[config.mk]
export PLATFORM = sky130hd
export DESIGN_NAME = link_stats_monitor
export DESIGN_NICKNAME = d
export VERILOG_FILES = /design/src/rtl/link_stats_monitor.sv
export SDC_FILE = /design/constraint.sdc
export NUM_CORES = 2
export LEC_CHECK = 0
export ABC_AREA = 1
export CELL_PAD_IN_SITES_DETAIL_PLACEMENT = 1
export CELL_PAD_IN_SITES_GLOBAL_PLACEMENT = 1
export CORE_MARGIN = 2
export CORE_UTILIZATION = 45
export CTS_CLUSTER_SIZE = 8
export DETAILED_ROUTE_END_ITERATION = 7
export GPL_TIMING_DRIVEN = 1
export PLACE_DENSITY_LB_ADDON = 0.3
export SYNTH_ARGS = -nofsm -noshare
export SYNTH_HDL_FRONTEND = slang
export SYNTH_SLANG_ARGS = --single-unit
[constraint.sdc]
create_clock -name clk -period 13.4 [get_ports clk]
set_input_delay 2.01 -clock clk [delete_from_list [all_inputs] [get_ports clk]]
set_output_delay 2.01 -clock clk [all_outputs]
set_load 0.05 [all_outputs]
[src/rtl/link_stats_monitor.sv]
// Receive-side packet checker: drains Decoder packets, classifies them against the
// expected LFSR value, keeps saturating statistics and a windowed goodput figure.
module link_stats_monitor #(
   parameter int N_PKT   = 8,
   parameter int CNT_W   = 40,
   parameter int CLK_HZ  = 50_000_000,
   parameter int WINDOW  = 50_000_000,
   parameter int TIMEOUT = 2000
) (
   input  logic             clk,
   input  logic             rst,
   input  logic             clear,
   input  logic [N_PKT-1:0] dec_data,
   input  logic             dec_avail,
   input  logic             dec_error,
   output logic             dec_read,
   input  logic [N_PKT-1:0] expected,
   output logic             expected_advance,
   output logic [CNT_W-1:0] good_count,
   output logic [CNT_W-1:0] bad_count,
   output logic [CNT_W-1:0] error_count,
   output logic [CNT_W-1:0] timeout_count,
   output logic [CNT_W-1:0] goodput_bps,
   output logic             goodput_valid
);

   localparam int NUM_W  = CNT_W + 36;
   localparam int WIN_W  = $clog2(WINDOW + 1);
   localparam int IDLE_W = $clog2(TIMEOUT + 1);
   localparam int BIT_W  = $clog2(NUM_W + 1);
   localparam logic [NUM_W-1:0] SCALE   = NUM_W'(N_PKT) * NUM_W'(CLK_HZ);
   localparam logic [WIN_W:0]   DIVISOR = (WIN_W + 1)'(WINDOW);

   // The divide must finish before the next window closes.
   if (WINDOW <= NUM_W) begin : g_window_check
      $error("link_stats_monitor: WINDOW must exceed CNT_W+36");
   end

   typedef enum logic [1:0] {RX_WAIT, RX_READ, RX_DRAIN} rx_state_t;
   typedef enum logic [1:0] {DIV_IDLE, DIV_RUN, DIV_DONE} div_state_t;

   rx_state_t        rx_state;
   div_state_t       div_state;
   logic [IDLE_W-1:0] idle_cnt;
   logic [WIN_W-1:0]  win_cnt;
   logic [CNT_W-1:0]  win_good;
   logic [WIN_W-1:0]  div_rem;
   logic [NUM_W-1:0]  div_quo;
   logic [BIT_W-1:0]  bit_cnt;

   function automatic logic [CNT_W-1:0] sat_inc(input logic [CNT_W-1:0] v);
      return (v == '1) ? v : v + CNT_W'(1);
   endfunction

   logic pkt_match, is_good, is_bad, is_err, win_end;
   logic [CNT_W-1:0] win_good_next;
   logic [NUM_W-1:0] numerator;

   assign pkt_match     = (dec_data == expected);
   assign is_good       = (rx_state == RX_READ) && !dec_error && pkt_match;
   assign is_bad        = (rx_state == RX_READ) && !dec_error && !pkt_match;
   assign is_err        = (rx_state == RX_READ) && dec_error;
   assign win_end       = (win_cnt == WIN_W'(WINDOW - 1));
   assign win_good_next = is_good ? sat_inc(win_good) : win_good;
   assign numerator     = NUM_W'(win_good_next) * SCALE;

   assign dec_read = (rx_state == RX_READ);
   // NOTE: the LFSR must step in the same cycle the packet is judged, so this is
   // combinational; it is gated by rst/clear because that packet's count is discarded.
   assign expected_advance = is_good && !rst && !clear;

   // One restoring-division step: shift the next numerator bit into the remainder.
   logic [WIN_W:0]   trial;
   logic             take;
   logic [WIN_W-1:0] rem_next;
   logic [NUM_W-1:0] quo_next;
   logic [CNT_W-1:0] quo_sat;

   assign trial    = {div_rem, div_quo[NUM_W-1]};
   assign take     = (trial >= DIVISOR);
   assign rem_next = take ? WIN_W'(trial - DIVISOR) : trial[WIN_W-1:0];
   assign quo_next = {div_quo[NUM_W-2:0], take};
   assign quo_sat  = (|quo_next[NUM_W-1:CNT_W]) ? '1 : quo_next[CNT_W-1:0];

   // NOTE: all state here uses non-blocking assignments so every register sees
   // the pre-edge value of every other register, independent of statement order.
   always_ff @(posedge clk) begin
      if (rst || clear) begin
         rx_state      <= RX_WAIT;
         idle_cnt      <= '0;
         good_count    <= '0;
         bad_count     <= '0;
         error_count   <= '0;
         timeout_count <= '0;
      end else begin
         case (rx_state)
            RX_WAIT: begin
               if (dec_avail) begin
                  rx_state <= RX_READ;
                  idle_cnt <= '0;
               end else if (idle_cnt == IDLE_W'(TIMEOUT - 1)) begin
                  timeout_count <= sat_inc(timeout_count);
                  idle_cnt      <= '0;
               end else begin
                  idle_cnt <= idle_cnt + IDLE_W'(1);
               end
            end
            RX_READ: begin
               rx_state <= RX_DRAIN;
               if (is_good) good_count  <= sat_inc(good_count);
               if (is_bad)  bad_count   <= sat_inc(bad_count);
               if (is_err)  error_count <= sat_inc(error_count);
            end
            RX_DRAIN: begin
               if (!dec_avail) rx_state <= RX_WAIT;
            end
            default: rx_state <= RX_WAIT;
         endcase
      end
   end

   always_ff @(posedge clk) begin
      if (rst || clear) begin
         div_state     <= DIV_IDLE;
         win_cnt       <= '0;
         win_good      <= '0;
         div_rem       <= '0;
         div_quo       <= '0;
         bit_cnt       <= '0;
         goodput_bps   <= '0;
         goodput_valid <= 1'b0;
      end else begin
         goodput_valid <= 1'b0;
         case (div_state)
            DIV_RUN: begin
               div_rem <= rem_next;
               div_quo <= quo_next;
               bit_cnt <= bit_cnt - BIT_W'(1);
               if (bit_cnt == BIT_W'(1)) begin
                  div_state     <= DIV_DONE;
                  goodput_bps   <= quo_sat;
                  goodput_valid <= 1'b1;
               end
            end
            DIV_DONE: div_state <= DIV_IDLE;
            default:  div_state <= DIV_IDLE;
         endcase

         // Window close launches a fresh divide; it overrides any divider step above.
         if (win_end) begin
            win_cnt   <= '0;
            win_good  <= '0;
            div_state <= DIV_RUN;
            div_rem   <= '0;
            div_quo   <= numerator;
            bit_cnt   <= BIT_W'(NUM_W);
         end else begin
            win_cnt  <= win_cnt + WIN_W'(1);
            win_good <= win_good_next;
         end
      end
   end

endmodule

==> impl_metrics.csv <==
group,metric,value,unit
yosys,synth_edf_count,0,
pwr,total_power,0.00257,W
critical_path,arrival,10.76,ns
critical_path,cpPeakStageDelay,0.59,ns
yosys,synth-adder-area-share,26.9,%
pwr,leakage,19.7,nW
clocking,clk_path_buf_depth,3,
place,dp.cells,6610,
yosys,netlist_area,37600,sq um
detailed_routing,via_per_inst,5.32,
yosys,yosysTopAreaCell,"dfxtp_1",
clocking,cts.sinks,391,
global_route,grt_pass1_wl,205000,microns
clocking,post_cts_buffers,0,
clocking,cts_buffers,56,
yosys,synth-simple-area-share,27.4,%
timing,finClkSkew,0.0301,ns
yosys,async_flop_share,0,%
cells_and_area,fin_util,51.0,%
detailed_routing,ant_nets,0,
timing,slew_headroom,14.8,%
clocking,root_buffer,"clkbuf_16",
critical_path,start_kind,"primary input",
place,preCtsSetupSlack,2.69,ns
detailed_routing,wl,127000,microns
place,routabilityCongestion,0.957,
global_route,grt_pass1_vias,38100,
pwr,power.density,60.6,nW/um^2
run_status,outcome,"finished clean",
critical_path,critical_path.most_common_cell,"inv_1",
clocking,clk_latency,0.63,ns
yosys,synth_top_area_share,20.8,%
clocking,cts.clk_slew.worst_paths,0.05,ns
flow_run,drv_cap,0,
clocking,hold_buffers,0,
floorplan,coreArea,83200,sq um
floorplan,io_pins,224,
timing,fmax,97.2,MHz
cells_and_area,final_common_cell,"nand2_1",
global_route,grt-ovfl-total,0,
yosys,syn_area_per_cell,6.94,sq um
cells_and_area,final_cells,6677,
detailed_routing,drt_iter0_markers,1951,
yosys,ys_types,54,
yosys,synth-compound-area-share,7.64,%
timing,tightest_slew,1.28,ns
global_route,antenna_found_initial,1,
cells_and_area,area_delta_synth_final,12.7,%
cells_and_area,nFillCells,10800,
timing,setup_viol,0,
yosys,syn_nets,6035,
floorplan,start_util,45.2,%
cells_and_area,drive_above_1_share,3.13,%
yosys,synthXorXnorAreaFrac,4.00,%
global_route,grtUsageTotal,29.8,%
clocking,htree_levels,2,
detailed_routing,wire_per_inst,19.0,microns
yosys,muxShareOfSynthArea,0,%
timing,rsz0062_at_grt,"no",
place,dp_hpwl,103000,microns
yosys,ys_warn_count,0,
cells_and_area,layout_common_cells,"1323 x nand2_1, 1149 x inv_1, 474 x nor2_1",
yosys,synth_top_family_by_area,"simple AND/OR/NAND/NOR gates",
timing,finalWorstSetupSlack,3.11,ns
clocking,ctsResizeCount,0,
timing,finalHoldViolCount,0,
yosys,ys.flop_type,"dfxtp_1",
cells_and_area,fin_nets,6205,
timing,min_period_over_period,76.8,%
timing,period_minus_slack,10.29,ns
timing,slew_viol_final,0,
critical_path,crit_type,"in2reg",
cells_and_area,insertedDiodeCount,0,
place,io_buffers,223,
detailed_routing,vias,35500,
critical_path,cp_slowest_cell,"clkinv_2",
yosys,syn_inst,5418,
detailed_routing,drc,0,
critical_path,cp_data_required_time,13.87,ns
floorplan,fp-row-count,106,
worst_hold_path,worstHoldPathType,"reg2reg",
floorplan,dieWidth,293,microns
yosys,synth_seq_cells,391,
timing,tns,0,ns
critical_path,path_max_fanout,51,
floorplan,die_h,293,microns
yosys,synth-seq-area-share,20.8,%
pwr,ir_worst_vdd,0.0000905,V
clocking,tritoncts,"built",
critical_path,end_kind,"register",
detailed_routing,dr.pass1.iters,7,
floorplan,die_area,85900,sq um
global_route,grt_max_degree,111,
yosys,synthTopCellsByArea,"dfxtp_1 21%, fa_1 19%, nand2_1 13%",
area by class of cell:
cell class | count | area (sq um) | area share, %
clock buffers | 62 | 1450 | 3.43
clock inverters | 5 | 129 | 0.304
inverters | 1169 | 4400 | 10.4
multi-input cells | 3727 | 24800 | 58.6
flip-flops and latches | 391 | 7830 | 18.5
well taps | 1080 | 1350 | 3.19
repair buffers | 243 | 2380 | 5.62
logic make-up after synthesis:
group                    Yosys count
flip-flops                       391
buffers and inverters           1300
AND/OR/NAND/NOR                 2432
adder cells (fa/ha/maj)          596
AO/OA/AOI/OAI                    527
XOR/XNOR                         172
sequential cells by signal, indices dropped and copies added, names as in the netlist:
name           cells
bad_count         40
bit_cnt            7
div_quo           76
div_rem           26
div_state          2
error_count       40
good_count        40
goodput_bps       40
goodput_valid      1
idle_cnt          11
rx_state           2
timeout_count     40
win_cnt           26
win_good          40
stage by stage:
| step | area [sq um] | hold WS (ns) |
|---|---|---|
| after global routing | 42400 | 0.507 |
| final | 42400 | 0.469 |
| after CTS | 42400 | 0.477 |
| after detailed placement | 40800 | 0.465 |
| after global placement | 40800 | 0.449 |
| after floorplan | 37600 | 0.430 |
worst max-delay path: cells and delay by family:
family          cells  cell delay, ns
compound gates      1            0.08
xor+xnor            1            0.23
fa+ha+maj           7            3.52
buf+inv            10            1.77
simple gates       15            3.09
cells in the mapped netlist (38+ instances only):
master       n
fa_1       357
buf_2       39
nand4_1     76
nor3_1     113
clkbuf_1    76
ha_1       239
xnor2_1     55
o21ai_0     89
o31ai_1     40
nor2_1     476
xor2_1     117
nand3_1    302
dfxtp_1    391
a21oi_1    333
inv_1     1150
nand2_1   1325
nor4_1      38
power by group:
group          internal (W)  switching [W]
registers           0.00116     0.00000102
logic             0.0000144      0.0000395
clock network      0.000794       0.000556
layer usage:
| layer | GRT usage, % | vias to the layer above | share of wire [%] |
|---|---|---|---|
| met3 | 3.20 | 262 | 4.1 |
| met1 | 36.5 | 17500 | 42 |
| li1 | - | 17000 | - |
| met4 | 10.8 | 0 | 3.9 |
| met5 | 0 | - | 0 |
| met2 | 53.8 | 754 | 50 |
final timing paths:
check / from / endpoint / slack, ns / cells past startpoint
max: expected[4] / div_quo[59] / 3.11 / 34
min: win_cnt[0] / win_cnt[0] / 0.47 / 1
max reg2reg: rx_state[0] / div_quo[59] / 4.54 / 33
min reg2reg: win_cnt[0] / win_cnt[0] / 0.47 / 1
Note: power is estimated with default switching activity, not from simulation.
